<file path="src/rtl/sbox_share_sched.sv">
// sbox_share_sched: four shared AES S-boxes time-multiplexed between a SubBytes and a SubWord requester.
module sbox_byte (
  input  logic [7:0] a_i,
  output logic [7:0] s_o
);
  function automatic logic [7:0] gmul(input logic [7:0] a, input logic [7:0] b);
    logic [7:0] p, x;
    p = 8'd0;
    x = a;
    for (int i = 0; i < 8; i++) begin
      p = b[i] ? p ^ x : p;
      x = {x[6:0], 1'b0} ^ (x[7] ? 8'h1b : 8'h00);
    end
    return p;
  endfunction
  // GF(2^8) inverse as a^254, followed by the AES affine map
  always_comb begin
    logic [7:0] s, r;
    s = a_i;
    r = 8'd1;
    for (int k = 1; k < 8; k++) begin
      s = gmul(s, s);
      r = gmul(r, s);
    end
    s_o = r ^ {r[6:0], r[7]} ^ {r[5:0], r[7:6]} ^ {r[4:0], r[7:5]} ^ {r[3:0], r[7:4]} ^ 8'h63;
  end
endmodule

module sbox_share_sched #(
  parameter bit KEY_PRIORITY = 1'b1
) (
  input  logic         clk,
  input  logic         rst_n,
  input  logic         st_req,
  input  logic [127:0] st_din,
  output logic         st_gnt,
  output logic         st_done,
  output logic [127:0] st_dout,
  input  logic         kw_req,
  input  logic [31:0]  kw_din,
  output logic         kw_gnt,
  output logic         kw_done,
  output logic [31:0]  kw_dout,
  output logic         busy
);
  localparam logic [1:0] IDLE = 2'd0, ST_RUN = 2'd1, KW_RUN = 2'd2;
  logic [1:0] state_q, state_d, cnt_q, cnt_d;
  logic [127:0] buf_q, buf_d, st_dout_q, st_dout_d;
  logic [31:0] kw_dout_q, kw_dout_d, sb_in, sb_out;
  logic hv_q, hv_d, lk_q, lk_d, st_done_q, kw_done_q, idle, key_win;
  logic [6:0] off;
  assign idle = state_q == IDLE;
  // with no grant history yet, contention falls back to the parameter
  assign key_win = hv_q ? ~lk_q : KEY_PRIORITY;
  assign kw_gnt = rst_n & idle & kw_req & (~st_req | key_win);
  assign st_gnt = rst_n & idle & st_req & ~kw_gnt;
  assign off = {~cnt_q, 5'd0};
  assign sb_in = state_q == KW_RUN ? buf_q[31:0] : buf_q[off +: 32];
  for (genvar g = 0; g < 4; g++) begin : g_sb
    sbox_byte u_sb (.a_i(sb_in[8*g +: 8]), .s_o(sb_out[8*g +: 8]));
  end
  always_comb begin
    state_d = st_gnt ? ST_RUN : kw_gnt ? KW_RUN : (state_q == ST_RUN && cnt_q != 2'd3) ? ST_RUN : IDLE;
    cnt_d = state_q == ST_RUN ? cnt_q + 2'd1 : 2'd0;
    buf_d = st_gnt ? st_din : kw_gnt ? {96'd0, kw_din} : buf_q;
    hv_d = hv_q | st_gnt | kw_gnt;
    lk_d = (st_gnt | kw_gnt) ? kw_gnt : lk_q;
    kw_dout_d = state_q == KW_RUN ? sb_out : kw_dout_q;
    st_dout_d = st_dout_q;
    if (state_q == ST_RUN) st_dout_d[off +: 32] = sb_out;
  end
  always_ff @(posedge clk or negedge rst_n) begin
    if (!rst_n) begin
      state_q <= IDLE;
      cnt_q <= 2'd0;
      buf_q <= 128'd0;
      st_dout_q <= 128'd0;
      kw_dout_q <= 32'd0;
      hv_q <= 1'b0;
      lk_q <= 1'b0;
      st_done_q <= 1'b0;
      kw_done_q <= 1'b0;
    end else begin
      state_q <= state_d;
      cnt_q <= cnt_d;
      buf_q <= buf_d;
      st_dout_q <= st_dout_d;
      kw_dout_q <= kw_dout_d;
      hv_q <= hv_d;
      lk_q <= lk_d;
      st_done_q <= state_q == ST_RUN && cnt_q == 2'd3;
      kw_done_q <= state_q == KW_RUN;
    end
  end
  assign st_done = st_done_q;
  assign kw_done = kw_done_q;
  assign st_dout = st_dout_q;
  assign kw_dout = kw_dout_q;
  assign busy = ~idle;
endmodule

</file>
<file path="config.mk">
export PLATFORM = sky130hd
export DESIGN_NAME = sbox_share_sched
export DESIGN_NICKNAME = d
export VERILOG_FILES = /design/src/rtl/sbox_share_sched.sv
export SDC_FILE = /design/constraint.sdc
export NUM_CORES = 2
export LEC_CHECK = 0
export BUFFER_PORTS_ARGS = -buffer_cell sky130_fd_sc_hd__buf_4
export CORE_ASPECT_RATIO = 1.25
export CORE_MARGIN = 1
export CORE_UTILIZATION = 55
export CTS_BUF_LIST = sky130_fd_sc_hd__clkbuf_16
export CTS_CLUSTER_SIZE = 40
export DETAILED_ROUTE_END_ITERATION = 8
export HOLD_SLACK_MARGIN = 0.15
export MAX_ROUTING_LAYER = met4
export PLACE_DENSITY = 0.76
export SLEW_MARGIN = 20
export SYNTH_ARGS = -nofsm -noshare
export SYNTH_HDL_FRONTEND = slang
export SYNTH_SLANG_ARGS = --single-unit
</file>
<file path="constraint.sdc">
create_clock -name clk -period 25.3 [get_ports clk]
set_clock_uncertainty 0.15 [all_clocks]
set_input_delay 1.265 -clock clk [delete_from_list [all_inputs] [get_ports clk]]
set_output_delay 1.265 -clock clk [all_outputs]
set_load 0.01 [all_outputs]
</file>
After elaboration in Yosys (flattened, before gate mapping)
Index checks and enable logic that the tools add are counted.
{"block": "word_totals", "reg_bits": 296, "latchBits": 0, "ram_bits": 0, "romBits": 0, "output_inout_bits": 165, "word_cells": 1633, "n_memories": 0}
{"block": "classes", "add_sub_neg": 2, "multipliers": 0, "div": 0, "order_cmp": 0, "n_eq_ne": 4, "shift": 3, "mux": 821, "bitwise_logic": 790, "reduce_logical": 4}
{"operator": "XOR 8 bit", "count": 740}
{"operator": "two-way mux 8 bit", "count": 420}
{"operator": "two-way mux 5 bit", "count": 368}
{"operator": "two-way mux 128 bit", "count": 2}
{"operator": "bitwise mux 128 bit", "count": 1}
{"operator": "variable shift 32 x 9 -> 128 bit, first input constant", "count": 1}
{"operator": "indexed part select 128 x 8 -> 32 bit", "count": 1}
{"operator": "indexed part select 32 x 9 -> 128 bit", "count": 1}
{"operator": "two-way mux 32 bit", "count": 1}
{"operator": "XOR 8 x 5 -> 8 bit", "count": 4}
{"operator": "two-way mux 7 bit", "count": 4}
{"operator": "NOT 1 bit, first input constant", "count": 28}
{"operator": "two-way mux 6 bit", "count": 4}
{"operator": "two-way mux 4 bit", "count": 4}
{"operator": "NOT 4 bit", "count": 4}
{"operator": "two-way mux 2 bit", "count": 7}
{"operator": "two-way mux 3 bit", "count": 4}
{"operator": "negation 7 -> 9 bit", "count": 1}
{"operator": "two-way mux 1 bit", "count": 6}
{"operator": "AND 1 bit", "count": 5}
{"operator": "equality test 2 bit, second input constant", "count": 2}
{"operator": "NOT 1 bit", "count": 4}
{"operator": "OR 1 bit", "count": 4}
{"operator": "adder 2 x 1 -> 2 bit, second input constant", "count": 1}
{"operator": "6 further kinds", "count": 7}

Depth between registers and ports, before layout
{"block": "depth", "ltp_word": 137, "depth_mapped": 84}

Hierarchy
From an unflattened synthesis, not the netlist that was laid out.
{"block": "unflattened", "hier_cells": 9292, "area_unflattened_um2": 73722.0}
{"mod": "sbox_byte at g_sb[1].u_sb ...", "instances": 3, "cells_per_inst": 2089, "area_each_um2": 15610.0}
{"mod": "sbox_byte at g_sb[0].u_sb", "instances": 1, "cells_per_inst": 1949, "area_each_um2": 14396.3}
{"mod": "sbox_share_sched", "instances": 1, "cells_per_inst": 1076, "area_each_um2": 12495.7}

Worst setup path after synthesis
Ideal clock, no wire load.
{"block": "synth_path", "kind": "flip-flop to flip-flop", "startpoint": "register cnt_q[0]", "endpoint": "register st_dout_q[30] (netlist: st_dout[30])", "arrival_ns": 17.517, "required_ns": 25.016, "setup_slack_ns": 7.498, "stages_incl_launch_ff": 80, "period_less_slack_ns": 17.802, "cell_sequence": "dfrtp_1 > buf_6 > buf_6 > buf_6 > buf_6 > buf_6 > buf_6 > mux2_2 > a221oi_1 > buf_2 > inv_1 > buf_2 > ha_1 > clkbuf_1 > nand2_1 > xnor2_1 > xor2_1 > clkinv_1 > [44 not listed] > xor2_1 > nand2_1 > xnor2_1 > xnor3_1 > xnor2_1 > xnor2_1 > xnor2_1 > xnor2_1 > xnor2_1 > o21ai_1 > xnor3_1 > xnor2_1 > xnor2_1 > xnor2_1 > xnor2_1 > xnor2_1 > xnor2_1 > o21ai_0"}
{"block": "synth_via", "elab_chain_len": 134}
{"item": "from (decl)", "line": "47", "rtl": "logic [1:0] state_q, state_d, cnt_q, cnt_d;"}
{"item": "from (signal assigned)", "line": "85", "rtl": "cnt_q <= cnt_d;"}
{"item": "NOT 2 bit (*)", "line": "57", "rtl": "assign off = {~cnt_q, 5'd0};"}
{"item": "indexed part select 128 x 8 -> 32 bit", "line": "58", "rtl": "assign sb_in = state_q == KW_RUN ? buf_q[31:0] : buf_q[off +: 32];"}
{"item": "two-way mux 32 bit", "line": "58"}
{"item": "two-way mux 5 bit (tied with other cells)", "line": "12", "rtl": "x = {x[6:0], 1'b0} ^ (x[7] ? 8'h1b : 8'h00);"}
{"item": "XOR 8 bit (on tied branches)", "line": "12, 11"}
{"item": "XOR 8 bit / two-way mux 8 bit (equally long branches)", "line": "11", "rtl": "p = b[i] ? p ^ x : p;"}
{"item": "two-way mux 8 bit / XOR 8 bit (equally long branches)", "line": "11"}
{"item": "XOR 8 bit / two-way mux 8 bit (equally long branches)", "line": "11"}
{"item": "[115 not listed]"}
{"item": "XOR 8 bit", "line": "11"}
{"item": "two-way mux 8 bit", "line": "11"}
{"item": "XOR 8 bit", "line": "11"}
{"item": "two-way mux 8 bit", "line": "11"}
{"item": "XOR 8 bit (4 in a row)", "line": "25", "rtl": "s_o = r ^ {r[6:0], r[7]} ^ {r[5:0], r[7:6]} ^ {r[4:0], r[7:5]} ^ {r[3:0], r[7:4]} ^ 8'h63;"}
{"item": "NOT 4 bit (no source line)"}
{"item": "indexed part select 32 x 9 -> 128 bit", "line": "70", "rtl": "if (state_q == ST_RUN) st_dout_d[off +: 32] = sb_out;"}
{"item": "bitwise mux 128 bit (*)", "line": "70"}
{"item": "to (signal assigned)", "line": "87", "rtl": "st_dout_q <= st_dout_d;"}
{"item": "to (decl)", "line": "48", "rtl": "logic [127:0] buf_q, buf_d, st_dout_q, st_dout_d;"}
Every way passes the cells marked *; elsewhere a longest branch is shown, timed or not.
A chain may end at the register's enable or synchronous reset.

Worst setup path after layout
{"block": "layout_path", "startpoint": "register state_q[0]", "endpoint": "register st_dout_q[27] (netlist: st_dout[27])"}
{"block": "layout_via", "elab_chain_len": 133}
{"item": "from (decl)", "line": "47"}
{"item": "from (signal assigned)", "line": "84", "rtl": "state_q <= state_d;"}
{"item": "equality test 2 bit", "line": "58"}
{"item": "two-way mux 32 bit", "line": "58"}
{"item": "two-way mux 5 bit (tied with other cells)", "line": "12"}
{"item": "XOR 8 bit (on tied branches)", "line": "12, 11"}
{"item": "XOR 8 bit / two-way mux 8 bit (equally long branches)", "line": "11"}
{"item": "two-way mux 8 bit / XOR 8 bit (equally long branches)", "line": "11"}
{"item": "XOR 8 bit / two-way mux 8 bit (equally long branches)", "line": "11"}
{"item": "two-way mux 8 bit / XOR 8 bit (equally long branches)", "line": "11"}
{"item": "[114 not listed]"}
{"item": "XOR 8 bit", "line": "11"}
{"item": "two-way mux 8 bit", "line": "11"}
{"item": "XOR 8 bit", "line": "11"}
{"item": "two-way mux 8 bit", "line": "11"}
{"item": "XOR 8 bit (4 in a row)", "line": "25"}
{"item": "NOT 4 bit (no source line)"}
{"item": "indexed part select 32 x 9 -> 128 bit", "line": "70"}
{"item": "bitwise mux 128 bit", "line": "70"}
Parallel ways exist; a longest one is shown, timed or not.

==> metrics <==
crit path buf inv count 12; GR Layer Usage met3 around 4.4%; PostCTS Resize Cnt 0; EDFF count, synth 0; Main synth FF type dfrtp_1; Die X 322 microns; largest net degree at the start of global routing 147; sequential area share after synthesis 10.5%; GRT busiest layer met2; DR pass1 iterations 8; antenna viol nets, final 0; WHS roughly 330 ps; CP Max Fanout 80; Worst EP arrival 22510 ps; Netlist Area Pre-Place 70500 sq um; largest cells by area after synthesis xnor2_1, dfrtp_1, xnor3_1, nor2_1, xor2_1; Worst Setup End Kind flip-flop; Area Overhead vs Synth 7.94%; global routing usage on met2 ~58%; root buffer cell clkbuf_16; CTS Buf Count 28; final hold violations 0; share of cells above drive strength 1 about 11%; top-count cell post-synth xnor2_1; status complete, no violations; setup TNS 0 ps; most frequent CP cell xnor2_1; Post-Place Cells ~11000; Reg clk slew, reported paths roughly 70 ps; GR Util met1 roughly 45%; worst skew pair latency 590 ps; routed length per instance approximately 21 microns; Final Non-Filler Cells 11100; crit path kind reg2reg; Rows 146; nets@finish 9617; die height 402 microns; grt ovf 0; worst hold path class reg2reg; Synthesized Nets 9624; Final min period 22250 ps; I/O pin cnt 329; via/cell ratio roughly 6.4; CTS tree yes; starting density of the core 55.5%; ys async rst share 100%; Hold-fix buffers, CTS 0; final critical-path share of the clock period 87.9%; startpoint types flip-flop; Slowest cell on crit path xnor2_1; Total GRT Usage roughly 36%; post-DP HPWL ~170000 microns; routability cong. 1.02; vias in the first global route between 60000 and 70000; Post-synth top cells xnor2_1, nor2_1, nand2_1, o21ai_0, a21oi_1; CTS Sinks 296; CP top delay family XOR/XNOR gates; Max Freq ~45 MHz; core area 127000 sq um; register bit count reported by yosys approximately 300; Vias slightly above 70000; Mapped Cells 9427; initial antenna violation count 2; first-pass GRT wire length about 370000 microns; Port Buffers around 330; CTS max path bufs 3; Register-to-Register Setup Slack 3050 ps; area leader, netlist xnor2_1; final instance area roughly 76000 sq um; Setup Fix Bufs, Post-CTS 0; Yosys top cell area share around a fifth; yosys warns 0; Fillers between 10000 and 15000; CP Data Required Time 25560 ps; RSZ-0062 raised after global routing no; final-report setup violation count 0; Slew HR 21.5%; Max H-tree Level 1; Remaining DRCs 0; CP peak stage delay a little under 900 ps; Area after DPL 75100 sq um; Synth cell types 121; DR iter-0 viols 7558; Final Max Tran Viols 0; total die area about 130000 sq um; routed wire length 238000 microns; # Max-Cap Violations 0; Tightest Pin Transition 1180 ps; Avg Cell Area, Syn 7.48 sq um
worst min-delay path, stage by stage, from the launching register on:
cell and delay (ps):
dfrtp_1 340, nand2_1 50, o21ai_0 60
layout by cell type (no fill, tap or decap), types with 53 or more instances in the layout:
cell and instances:
and3_1 75, nand3_1 251, nor2_1 1300, a211oi_1 106, xnor2_2 127, xor2_1 456, xnor3_1 224, a22oi_1 64
nand2b_1 56, xnor2_1 1640, nand2_1 856, o21ai_0 549, a22o_1 142, dfrtp_1 294, and2_1 63, mux2_2 53
mux2i_1 212, o211ai_1 70, nor3_1 237, inv_1 118, a21oi_1 482, a31oi_1 87, buf_4 615, o22ai_1 132
state kept, by name, summed over array words and instances, names as in the netlist:
register,count
buf_q,128
st_dout,128
kw_dout,32
cnt_q,2
state_q,2
hv_q,1
kw_done,1
lk_q,1
st_done,1
worst paths after layout:
path                              from          end  cells after the start
setup / recovery            state_q[0]  st_dout[27]                     72
hold / removal             kw_dout[12]  kw_dout[12]                      2
setup reg to reg            state_q[0]  st_dout[27]                     72
hold reg to reg            kw_dout[12]  kw_dout[12]                      2
max in group asynchronous        rst_n   st_dout[9]                      3
min in group asynchronous        rst_n     buf_q[2]                      1
per-stage QoR:
step	utilization, %	setup WS (ps)
2_1_floorplan	-	7500
3_3_place_gp	59.1	3800
3_5_place_dp	59.1	3720
4_1_cts	59.9	3650
5_1_grt	59.9	1910
6_report	59.9	3050
final cells by class:
type	count	area (sq um)	share of cell area, %
Tap cell	1702	2130	2.80
Timing Repair Buffer	617	4650	6.11
Antenna cell	3	7.51	0.00987
Clock buffer	29	726	0.954
Inverter	137	514	0.676
Multi-Input combinational cell	8340	60400	79.4
Clock inverter	22	267	0.350
Sequential cell	296	7410	9.74
per-layer routing:
| layer | part of all wire, % | up-vias |
|---|---|---|
| met4 | 4.5 | 0 |
| li1 | - | 33100 |
| met2 | 47 | 3607 |
| met3 | 8.4 | 645 |
| met5 | 0 | - |
| met1 | 40 | 34100 |
kinds of logic after synthesis:
kind of cell,share of synthesized area (%)
xor+xnor,38.0
mux,4.05
buf+inv,4.68
flops,10.5
simple gates,19.8
fa+ha+maj,0.586
compound gates,22.4
Power is not shown: default switching activity piles up to over one toggle a cycle in this logic, so the estimate is an artifact.
